$ cat src/rtl/sound_arbiter.sv
// Shares one tone generator between four game-event sources by fixed priority (over > life > level > hit).
// Latency: tone_en rises the cycle after a request pulse; each tone lasts TONE_CYCLES, then a GAP_CYCLES silent gap.
// No backpressure: requests are one-cycle pulses latched into a pending set and merged if repeated.
// Optional: define SOUND_PREEMPT_EN to let a strictly higher-priority candidate abort the tone in progress.
module sound_arbiter #(
  parameter int unsigned TONE_CYCLES = 12500000,
  parameter int unsigned GAP_CYCLES  = 1250000,
  parameter int unsigned CNT_W       = 24,
  parameter logic [3:0]  TONE_HIT    = 4'd1,
  parameter logic [3:0]  TONE_LEVEL  = 4'd2,
  parameter logic [3:0]  TONE_LIFE   = 4'd3,
  parameter logic [3:0]  TONE_OVER   = 4'd4
) (
  input  logic       clk,
  input  logic       resetN,
  input  logic       mute,
  input  logic       req_hit,
  input  logic       req_level,
  input  logic       req_life,
  input  logic       req_over,
  output logic       tone_en,
  output logic [3:0] tone_code,
  output logic [3:0] grant,
  output logic       busy
);

  typedef enum logic [1:0] {IDLE, PLAY, GAP} state_t;

  localparam logic [CNT_W-1:0] TONE_LAST = CNT_W'(TONE_CYCLES - 1);
  localparam logic [CNT_W-1:0] GAP_LAST  = CNT_W'(GAP_CYCLES - 1);
  localparam logic [CNT_W-1:0] CNT_ONE   = CNT_W'(1);

  state_t           state;
  logic [CNT_W-1:0] cnt;
  logic [3:0]       pending;
  logic             tone_on;

  logic [3:0] req_vec;
  logic [3:0] cand;
  logic [3:0] win;
  logic [3:0] win_code;
  logic       preempt;
  logic       take;
  logic [3:0] pending_nxt;

  // Candidate set and fixed-priority winner; bit order is {over, life, level, hit}.
  always_comb begin
    req_vec  = {req_over, req_life, req_level, req_hit};
    cand     = pending | req_vec;
    win      = 4'b0000;
    win_code = 4'd0;
    if (cand[3]) begin
      win      = 4'b1000;
      win_code = TONE_OVER;
    end else if (cand[2]) begin
      win      = 4'b0100;
      win_code = TONE_LIFE;
    end else if (cand[1]) begin
      win      = 4'b0010;
      win_code = TONE_LEVEL;
    end else if (cand[0]) begin
      win      = 4'b0001;
      win_code = TONE_HIT;
    end
  end

`ifdef SOUND_PREEMPT_EN
  // One-hot vectors compare numerically by priority, so a larger winner outranks the current grant.
  assign preempt = (state == PLAY) && (win > grant);
`else
  assign preempt = 1'b0;
`endif

  // Decide whether a new grant is issued this cycle, and update the pending set accordingly.
  always_comb begin
    take = 1'b0;
    case (state)
      IDLE:    take = |cand;
      PLAY:    take = preempt;
      GAP:     take = (cnt == GAP_LAST) && (|cand);
      default: take = 1'b0;
    endcase
    pending_nxt = cand & ~(take ? win : 4'b0000);
    // Game over supersedes queued hit and level-up sounds; life lost is kept.
    if (req_over) begin
      pending_nxt[1:0] = 2'b00;
    end
  end

  // Sequencer: owns state, duration counter, pending set and all registered outputs.
  always_ff @(posedge clk or negedge resetN) begin
    if (!resetN) begin
      state     <= IDLE;
      cnt       <= '0;
      pending   <= 4'b0000;
      grant     <= 4'b0000;
      tone_code <= 4'd0;
      tone_on   <= 1'b0;
      busy      <= 1'b0;
    end else begin
      pending <= pending_nxt;
      case (state)
        IDLE: begin
          cnt <= '0;
          if (take) begin
            state     <= PLAY;
            grant     <= win;
            tone_code <= win_code;
            tone_on   <= 1'b1;
            busy      <= 1'b1;
          end
        end
        PLAY: begin
          if (preempt) begin
            grant     <= win;
            tone_code <= win_code;
            cnt       <= '0;
          end else if (cnt == TONE_LAST) begin
            state     <= GAP;
            cnt       <= '0;
            grant     <= 4'b0000;
            tone_code <= 4'd0;
            tone_on   <= 1'b0;
          end else begin
            cnt <= cnt + CNT_ONE;
          end
        end
        GAP: begin
          if (cnt == GAP_LAST) begin
            cnt <= '0;
            if (take) begin
              state     <= PLAY;
              grant     <= win;
              tone_code <= win_code;
              tone_on   <= 1'b1;
            end else begin
              state <= IDLE;
              busy  <= 1'b0;
            end
          end else begin
            cnt <= cnt + CNT_ONE;
          end
        end
        default: begin
          state     <= IDLE;
          cnt       <= '0;
          grant     <= 4'b0000;
          tone_code <= 4'd0;
          tone_on   <= 1'b0;
          busy      <= 1'b0;
        end
      endcase
    end
  end

  // Mute only silences the generator; sequencing is unaffected.
  assign tone_en = tone_on & ~mute;

endmodule

$ cat config.mk
export PLATFORM = sky130hd
export DESIGN_NAME = sound_arbiter
export DESIGN_NICKNAME = d
export VERILOG_FILES = /design/src/rtl/sound_arbiter.sv
export SDC_FILE = /design/constraint.sdc
export NUM_CORES = 1
export LEC_CHECK = 0
export ABC_AREA = 1
export BUFFER_PORTS_ARGS = -buffer_cell sky130_fd_sc_hd__clkbuf_2
export CAP_MARGIN = 20
export CORE_MARGIN = 2
export CORE_UTILIZATION = 60
export DETAILED_ROUTE_END_ITERATION = 10
export PLACE_DENSITY = 0.86
export SETUP_SLACK_MARGIN = 0.1
export SYNTH_ARGS = -nofsm -noshare
export SYNTH_HDL_FRONTEND = slang
export SYNTH_SLANG_ARGS = --single-unit
$ cat constraint.sdc
create_clock -name clk -period 3.28 [get_ports clk]
set_clock_uncertainty 0.15 [all_clocks]
set_input_delay 0.82 -clock clk [delete_from_list [all_inputs] [get_ports clk]]
set_output_delay 0.82 -clock clk [all_outputs]
set_load 0.05 [all_outputs]
==> out/results.tsv, run 1 <==
stage	metric	value	unit
timing	setup TNS	0	ns
floorplanning	Die H	65.79	um
final_layout	commonest non-fill, non-tap cells in the layout	nor2_1, nand2_1, dfrtp_1, inv_1, nand3_1	
timing	Final Critical Period	2.225	ns
clocking	CTS tree	done	
placement	HPWL Detailed	3.094	mm
clocking	postcts setup bufs	0	
final_layout	Inserted Diodes	0	
final_layout	nets	313	
routing	Pre-antenna DRT Iters	4	
clocking	H-tree Lvls	2	
worst_setup_path	CP Launch Type	input port	
worst_setup_path	Crit. End Element	output port	
run	maxcap violations	0	
worst_setup_path	slowest CP cell	clkbuf_2	
yosys	synth warn	0	
clocking	CTS root buf	clkbuf_8	
worst_setup_path	CP max stage delay	0.27	ns
final_layout	post-route insts no fill	350	
clocking	number of buffers created by CTS	5	
global_route	global-route wire length before repair	7.369	mm
final_layout	layout cell share with drive strength beyond 1	0.1887	
worst_setup_path	Arr. time, crit path	1.26	ns
yosys	syn avg cell area	8.067	um^2
yosys	syn_nets	296	
worst_setup_path	Worst EP required	2.31	ns
yosys	Post-synth EDFFs	0	
floorplanning	Starting Density	0.6258	
clocking	hold buffers post-CTS	0	
power_and_ir_drop	Peak VDD IR	0.3015	mV
timing	Final Cycle Share	0.6784	
final_layout	final instance area	2469	um^2
routing	drt initial violations	79	
power_and_ir_drop	total power	0.8215	mW
placement	placed insts	342	
floorplanning	I/O pins	17	
clocking	clock slew at reported path FFs	0.07	ns
yosys	Cells after Synth	284	
routing	via count	1846	
timing	Max-slew headroom	0.3838	
floorplanning	core region area	3661	um^2
timing	setup violators final	0	
placement	input/output buffers	15	
yosys	synthesized area	2291	um^2
floorplanning	Row Count	22	
global_route	grt total ovfl	0	
clocking	clock buffer depth	2	
outcome	outcome	finished, final reports clean	
final_layout	leading cell type in the layout, fill and taps excluded	nor2_1	
timing	Final Hold Viols	0	
floorplanning	Die X	65.79	um
yosys	ys async rst share	1.000	
routing	Routed Antenna Nets	0	
power_and_ir_drop	Pwr per Cell Area	332.8	nW/um^2
final_layout	Layout area overhead	7.755	%
yosys	Seq cells post-synth	38	
timing	RSZ-0062 raised after global routing	false	
timing	Final Slew Violations	0	
timing	Slew @ Worst Pin	0.9243	ns
worst_setup_path	CP Cell Sequence	clkbuf_2, nor2_1, clkbuf_2	
global_route	antenna violations before repair	0	
clocking	worst skew pair latency	0.29	ns
placement	dpl cell area	2377	um^2
yosys	prevailing post-synth register cell	dfrtp_1	
worst_setup_path	critical path fanouts, max	1	
yosys	sequential share of the synthesized area	0.4151	
min_path	Worst Hold Class	reg2reg	
timing	FMAX	449.4	MHz
global_route	GRT Overall Usage	0.2232	
clocking	clk sinks	38	
floorplanning	full die area	4328	um^2
yosys	Yosys cell types	36	
worst_setup_path	crit path kind	in2out	
power_and_ir_drop	Pleak	1.220	nW
routing	total wire length	4.250	mm
global_route	vias in the first global route	1753	
routing	WL/cell	12.14	um
placement	Final GP Congestion	0.9242	
routing	Residual DRC	0	
clocking	PostCTS Resize Cnt	0	
routing	vias per cell	5.274	
global_route	largest net degree at the start of global routing	39	
worst_setup_path	cell mode on critical path	clkbuf_2	
[flip-flops by register name, summed over array words and instances, names as in the netlist]
register	flops
cnt	24
pending	4
tone_on	1
busy	1
state	2
grant	3
tone_code	3
[per-layer routing]
layer  GRT usage  share of wire
met1      0.2913           0.47
met2      0.3699           0.47
met3     0.05111          0.047
met4     0.06771          0.014
met5           0              0
[layout make-up]
cell class	count	area [um^2]
fillers	299	1192
multi-input cells	210	1165
flip-flops and latches	38	950.9
inverters	31	126.4
clock buffers	7	86.33
repair buffers	15	75.07
well taps	48	60.06
clock inverters	1	5.005
[worst max-delay path, delay by kind of cell]
family                 cells  cell delay [ns]
and+or+nand+nor            1             0.08
buffers and inverters      2             0.35
[through the flow]
step	setup slack, ns	util	hold slack (ns)
2_1_floorplan	0.8365	-	0.3004
3_5_place_dp	1.049	0.6494	0.3164
3_3_place_gp	1.049	0.6494	0.3067
6_report	1.055	0.6743	0.3335
4_1_cts	1.049	0.6743	0.3360
5_1_grt	0.9958	0.6743	0.3554
[synthesized netlist by cell type (2+ instances only)]
cell type  instances  area share
a21boi_2           2      0.0098
a21oi_1            4      0.0087
buf_4              2      0.0066
buf_6              3       0.015
dfrtp_1           38        0.42
ha_1               5       0.027
inv_1             23       0.038
inv_2              5      0.0082
nand2_1           49       0.080
nand2_2            6       0.016
nand2_4            7       0.034
nand3_1           17       0.037
nand3_2            2      0.0087
nand4_1           14       0.038
nor2_1            62        0.10
nor2_2             4       0.011
nor3_1             6       0.013
xnor2_1            6       0.023
xor2_1            12       0.046
[cells by family (layout without fill, tap and decap cells)]
group,after synthesis,count (layout),synth area share
and+or+nand+nor,175,175,0.3747
DFF,38,38,0.4151
buffers and inverters,36,54,0.07646
xor gates and xnor gates,18,18,0.06881
AOI/OAI and AO/OA,11,11,0.03605
adders and majority gates,5,5,0.02731
other,1,1,0.001637
[final timing paths]
path                         from  endpoint  slack, ns  cells after the start
max                          mute   tone_en       1.05                      3
min                          busy      busy       0.33                      2
max reg2reg                cnt[0]   cnt[16]       1.42                      8
min reg2reg                  busy      busy       0.33                      2
max in group asynchronous  resetN   cnt[13]       1.89                      1
min in group asynchronous  resetN   cnt[17]       0.50                      1
[where the power goes]
| group | leakage [nW] | internal [mW] | total [mW] | switching (mW) |
|---|---|---|---|---|
| registers | 0.498 | 0.470 | 0.470 | 0.000390 |
| logic | 0.674 | 0.00494 | 0.0219 | 0.0170 |
| clock network | 0.0482 | 0.170 | 0.329 | 0.160 |
Power figures use the tool's default switching activity.
==> inputs of run 2 (changes only) <==
==> constraint.sdc (replaced) <==
create_clock -name clk -period 2.05 [get_ports clk]
set_clock_uncertainty 0.15 [all_clocks]
set_input_delay 0.5125 -clock clk [delete_from_list [all_inputs] [get_ports clk]]
set_output_delay 0.5125 -clock clk [all_outputs]
set_load 0.05 [all_outputs]
==> run 2 against run 1 <==
  * Worst hold slack got worse by 0.23 ns
  * Count of clock-buffer cells in the layout is the same
  * Largest power group unchanged
  * Non-clock buffer count rose by 2
  * Highest routed layer unchanged
  * Worst setup slack got worse by 0.82 ns
  * Register-to-register slack worse by 1.2 ns
  * Design area unchanged
  * Core utilization did not move
  * Sequential power grew 60%
  * Clock power grew 44%
==> out/results.tsv, run 2 (synthesis results as in run 1) <==
stage	metric	value	unit	change
timing	Final Slew Violations	0		unchanged
final_layout	max reg flops	24		unchanged
worst_setup_path	worst-case register-to-register setup slack	0.24	ns	-1.18 ns
final_layout	Largest regs	cnt x24, pending x4		
global_route	GRT Overall Usage	0.2256		+0.002368
worst_setup_path	CP delay by family, top	simple AND/OR/NAND/NOR gates		
global_route	global-route wire length before repair	7.376	mm	about the same
power_and_ir_drop	Seq pwr share	0.595		+0.023
timing	Hold WS	0.1047	ns	-0.2287 ns
routing	drt initial violations	133		+68%
timing	Final Hold Viols	0		unchanged
worst_setup_path	critical path fanouts, max	23		+22
final_layout	leading cell type in the layout, fill and taps excluded	nor2_1		
clocking	H-tree Lvls	2		unchanged
worst_setup_path	CP Cell Sequence	ha_1, nand3_2, nor2_1, nand3_2, nand2_1, nand2_4, nand2_4, nor3b_1		
floorplanning	Row Count	22		unchanged
outcome	outcome	finished, final reports clean		
timing	RSZ-0062 raised after global routing	true		
clocking	CTS root buf	clkbuf_8		
clocking	CTS tree	done		
clocking	postcts setup bufs	0		unchanged
floorplanning	core region area	3661	um^2	unchanged
worst_setup_path	Worst EP required	2.07	ns	-0.24 ns
worst_setup_path	crit path to	cnt[2]		
power_and_ir_drop	Pwr per Cell Area	512.4	nW/um^2	+54%
timing	setup TNS	0	ns	unchanged
worst_setup_path	CP Depth	8		+5
final_layout	Inserted Diodes	0		unchanged
clocking	PostCTS Resize Cnt	0		unchanged
timing	FMAX	552.1	MHz	
clocking	number of buffers created by CTS	5		unchanged
placement	Setup WS pre-CTS	0.1856	ns	-0.8638 ns
floorplanning	full die area	4328	um^2	unchanged
timing	Final Critical Period	1.811	ns	
floorplanning	Starting Density	0.6258		unchanged
final_layout	nets	315		+0.64%
power_and_ir_drop	Combinational Power Share	0.029		+0.002
power_and_ir_drop	Pint	0.9953	mW	+54%
global_route	vias in the first global route	1725		-1.6%
floorplanning	Die X	65.79	um	unchanged
final_layout	layout cell share with drive strength beyond 1	0.1881		-0.0006229
power_and_ir_drop	Peak VDD IR	0.3629	mV	+20%
final_layout	commonest non-fill, non-tap cells in the layout	nor2_1, nand2_1, dfrtp_1, inv_1, nand3_1		
clocking	clock buffer depth	2		unchanged
global_route	antenna violations before repair	0		unchanged
worst_setup_path	WP buf/inv	0		-2
worst_setup_path	r2r startpoint	cnt[0]		
final_layout	fillers	305		+2.0%
power_and_ir_drop	Pleak	1.221	nW	about the same
routing	Routed Antenna Nets	0		unchanged
timing	Final Cycle Share	0.8835		
clocking	hold buffers post-CTS	0		unchanged
floorplanning	I/O pins	17		unchanged
placement	Final GP Congestion	0.9465		+2.4%
global_route	grt total ovfl	0		unchanged
worst_setup_path	Crit. End Element	register		
clocking	clock slew at reported path FFs	0.07	ns	about the same
final_layout	Top reg by flops	cnt		
worst_setup_path	CP Launch Type	register		
global_route	largest net degree at the start of global routing	39		unchanged
timing	post-route setup slack	0.2388	ns	-0.8160 ns
worst_setup_path	crit path from	cnt[0]		
timing	setup violators final	0		unchanged
worst_setup_path	Arr. time, crit path	1.83	ns	+0.57 ns
routing	WL/cell	11.95	um	-1.6%
clocking	clk sinks	38		unchanged
clocking	worst skew pair latency	0.29	ns	about the same
worst_setup_path	R2R depth	8		unchanged
routing	via count	1830		-0.87%
power_and_ir_drop	NetSw	0.2696	mW	+52%
worst_setup_path	slowest CP cell	dfrtp_1		
min_path	Worst Hold Class	in2async		
placement	HPWL Detailed	3.149	mm	+1.8%
floorplanning	Die H	65.79	um	unchanged
routing	vias per cell	5.214		-1.1%
worst_setup_path	CP max stage delay	0.40	ns	+0.13 ns
worst_setup_path	worst reg2reg path endpoint	cnt[2]		
placement	input/output buffers	15		unchanged
routing	Pre-antenna DRT Iters	4		unchanged
power_and_ir_drop	switch share	0.2131		-0.002492
worst_setup_path	crit path kind	reg2reg		
run	maxcap violations	0		unchanged
routing	total wire length	4.195	mm	-1.3%
power_and_ir_drop	Clock power frac	0.376		-0.025
routing	Residual DRC	0		unchanged
final_layout	Layout area overhead	7.755	%	unchanged
[run 2: cell count changes in the layout (fill, tap and decap cells not counted), sizes merged]
cell / previous run / this run
buf: 0 / 2
clkinv: 3 / 2
[run 2: layout make-up]
cell class / count / area, um^2 / share of cell area
Sequential cell: 38 / 950.9 / 0.3852
Tap cell: 48 / 60.06 / 0.02433
Inverter: 31 / 126.4 / 0.05119
Clock buffer: 7 / 76.32 / 0.03092
Multi-Input combinational cell: 210 / 1165 / 0.4719
Timing Repair Buffer: 17 / 90.09 / 0.03649
[run 2: stage by stage]
| step | util | power (mW) | area, um^2 | cells |
|---|---|---|---|---|
| final | 0.6743 | 1.265 | 2469 | 351 |
| after global routing | 0.6743 | 1.307 | 2469 | 351 |
| after CTS | 0.6743 | 1.278 | 2469 | 351 |
| after detailed placement | 0.6535 | 0.8046 | 2392 | 344 |
| after global placement | 0.6535 | 0.8036 | 2392 | 344 |
| after floorplan | - | 0.7821 | 2291 | 284 |
[run 2: worst min-delay path by stage]
| stage | to | start | cells past startpoint | slack [ns] |
|---|---|---|---|---|
| 2_1_floorplan | busy | resetN | 0 | 0.07 |
| 3_3_place_gp | busy | busy | 2 | 0.31 |
| 3_5_place_dp | busy | busy | 2 | 0.32 |
| 4_1_cts | pending[1] | resetN | 2 | 0.12 |
| 5_1_grt | pending[1] | resetN | 2 | 0.15 |
| 6_report | pending[1] | resetN | 2 | 0.10 |
[run 2: metal layers]
metal / part of all wire / track usage / wire length (um)
met1: 0.48 / 0.3078 / 2005
met2: 0.45 / 0.3422 / 1874
met3: 0.053 / 0.05963 / 224
met4: 0.021 / 0.09115 / 90
met5: 0 / 0 / 0
[run 2: power groups by stage]
stage	clock (mW)	sequential, mW	combinational, mW
final	0.475	0.753	0.0367
after global routing	0.512	0.752	0.0429
after CTS	0.488	0.753	0.0380
after detailed placement	0	0.767	0.0375
after global placement	0	0.767	0.0368
after floorplan	0	0.767	0.0151
==> inputs of run 3 (changes only) <==
==> constraint.sdc (replaced) <==
create_clock -name clk -period 1.9 [get_ports clk]
set_clock_uncertainty 0.15 [all_clocks]
set_input_delay 0.475 -clock clk [delete_from_list [all_inputs] [get_ports clk]]
set_output_delay 0.475 -clock clk [all_outputs]
set_load 0.05 [all_outputs]
==> run 3 against run 2 <==
  * Clock power is 39% higher
  * Critical path depth is 1 higher
  * Design area is 7.1% higher
  * Non-clock buffer count is 8 higher
  * Flip-flop and latch count stayed put
  * Wire length is 12% higher
  * Largest power group unchanged
==> out/results.tsv, run 3 (synthesis results as in run 1) <==
stage	metric	value	unit	change
final_layout	storage element area	952.2	um^2	+0.13%
timing	Final Slew Violations	0		unchanged
placement	input/output buffers	15		unchanged
clocking	H-tree Lvls	2		unchanged
worst_setup_path	CP Launch Type	register		
floorplanning	Die X	65.79	um	unchanged
worst_setup_path	Crit. End Element	register		
floorplanning	Row Count	22		unchanged
worst_setup_path	Arr. time, crit path	1.83	ns	about the same
routing	drt initial violations	91		-32%
clocking	clock slew at reported path FFs	0.07	ns	about the same
timing	setup TNS	0	ns	unchanged
global_route	antenna violations before repair	0		unchanged
final_layout	layout cell share with drive strength beyond 1	0.2340		+0.04586
routing	total wire length	4.689	mm	+12%
global_route	vias in the first global route	1851		+7.3%
timing	FMAX	572.1	MHz	+3.6%
final_layout	leading cell type in the layout, fill and taps excluded	nor2_1		
global_route	grt total ovfl	0		unchanged
global_route	largest net degree at the start of global routing	24		-38%
worst_setup_path	critical path fanouts, max	9		-61%
clocking	clock buffer depth	2		unchanged
final_layout	Inserted Diodes	0		unchanged
final_layout	max reg flops	24		unchanged
clocking	CTS tree	done		
placement	Final GP Congestion	0.9448		-0.18%
timing	Hold WS	0.2828	ns	+0.1781 ns
worst_setup_path	crit path kind	reg2reg		
final_layout	multi-input logic area	1229	um^2	+5.5%
final_layout	commonest non-fill, non-tap cells in the layout	nor2_1, nand2_1, dfrtp_1, inv_1, nand3_1		
final_layout	fillers	246		-19%
outcome	outcome	finished, final reports clean		
power_and_ir_drop	Peak VDD IR	0.4646	mV	+28%
floorplanning	core region area	3661	um^2	unchanged
timing	Final Hold Viols	0		unchanged
clocking	number of buffers created by CTS	5		unchanged
floorplanning	I/O pins	17		unchanged
power_and_ir_drop	Pleak	1.281	nW	+4.9%
clocking	clk sinks	38		unchanged
global_route	global-route wire length before repair	7.997	mm	+8.4%
routing	Pre-antenna DRT Iters	4		unchanged
floorplanning	Starting Density	0.6258		unchanged
worst_setup_path	Worst EP required	1.98	ns	-0.09 ns
final_layout	final instance area	2644	um^2	+7.1%
run	maxcap violations	0		unchanged
clocking	CTS root buf	clkbuf_8		
placement	HPWL Detailed	3.446	mm	+9.4%
power_and_ir_drop	Pwr per Cell Area	573.2	nW/um^2	+12%
routing	via count	1909		+4.3%
final_layout	Largest regs	cnt x24, pending x4		
timing	post-route setup slack	0.1519	ns	-0.08693 ns
floorplanning	full die area	4328	um^2	unchanged
routing	vias per cell	5.303		+1.7%
min_path	Worst Hold Class	in2reg		
global_route	GRT Overall Usage	0.2424		+0.01683
clocking	worst skew pair latency	0.29	ns	about the same
timing	RSZ-0062 raised after global routing	true		
routing	WL/cell	13.03	um	+9.0%
placement	dpl cell area	2420	um^2	+1.2%
timing	Final Cycle Share	0.9200		+0.03655
timing	Final Critical Period	1.748	ns	-0.06307 ns
final_layout	Top reg by flops	cnt		
floorplanning	Die H	65.79	um	unchanged
final_layout	fin util	0.7221		+0.04785
power_and_ir_drop	total power	1.515	mW	+20%
final_layout	nets	323		+2.5%
placement	placed insts	346		+0.58%
placement	Setup WS pre-CTS	0.07051	ns	-0.1151 ns
routing	Routed Antenna Nets	0		unchanged
timing	setup violators final	0		unchanged
final_layout	Layout area overhead	15.40	%	
routing	Residual DRC	0		unchanged
final_layout	post-route insts no fill	360		+2.6%
==> run 3: cell count changes in the layout (fill, tap and decap cells not counted), moves of 2 or more <==
cell    change
buf_4       +6
ha_1        -3
ha_4        +3
inv_1       -2
nor2_1      -2
nor2_2      +2
==> run 3: where the power goes <==
part | total (mW) | switching, mW | internal [mW]
registers | 0.812 | 0.000655 | 0.812
clock network | 0.659 | 0.267 | 0.392
logic | 0.0441 | 0.0301 | 0.0140
==> run 3: worst paths after layout <==
kind	end	start	slack (ns)	cells past startpoint
worst max-delay path	grant[0]	state[1]	0.15	9
worst min-delay path	pending[2]	req_life	0.28	3
worst max register to register	grant[0]	state[1]	0.15	9
worst min register to register	busy	busy	0.33	2
max in group asynchronous	cnt[8]	resetN	0.61	3
min in group asynchronous	cnt[21]	resetN	0.51	2
==> run 3: cell type report <==
cell class | instances | share of cell area
clock buffers | 7 | 0.02887
inverters | 31 | 0.04969
well taps | 48 | 0.02272
flip-flops and latches | 38 | 0.3602
repair buffers | 25 | 0.06247
clock inverters | 1 | 0.01136
multi-input cells | 210 | 0.4647
==> run 3: worst max-delay path: stages, from the launching register on <==
cell and delay (ns):
dfrtp_1 0.41, buf_4 0.15, ha_4 0.17, nor2_1 0.25
a21oi_2 0.10, nand2_4 0.13, inv_8 0.06, nand2_4 0.10
nand3_1 0.07, nand2_1 0.08
==> run 3: what timing repair did <==
item | in CTS | in global routing
gates resized for setup | 2 | 14
pin swaps | 0 | 2
setup endpoints to repair | 30 | 36
hold buffers | 1 | 0
hold endpoints to repair | 17 | 0
setup buffers | 1 | 4
==> run 3: layer usage <==
layer  wire [um]  track usage  up-vias
met1        2082       0.3103      894
met3         252      0.05622        7
met5           0            0        -
met4          61      0.07813        0
met2        2293       0.4053       47
li1            -            -      961
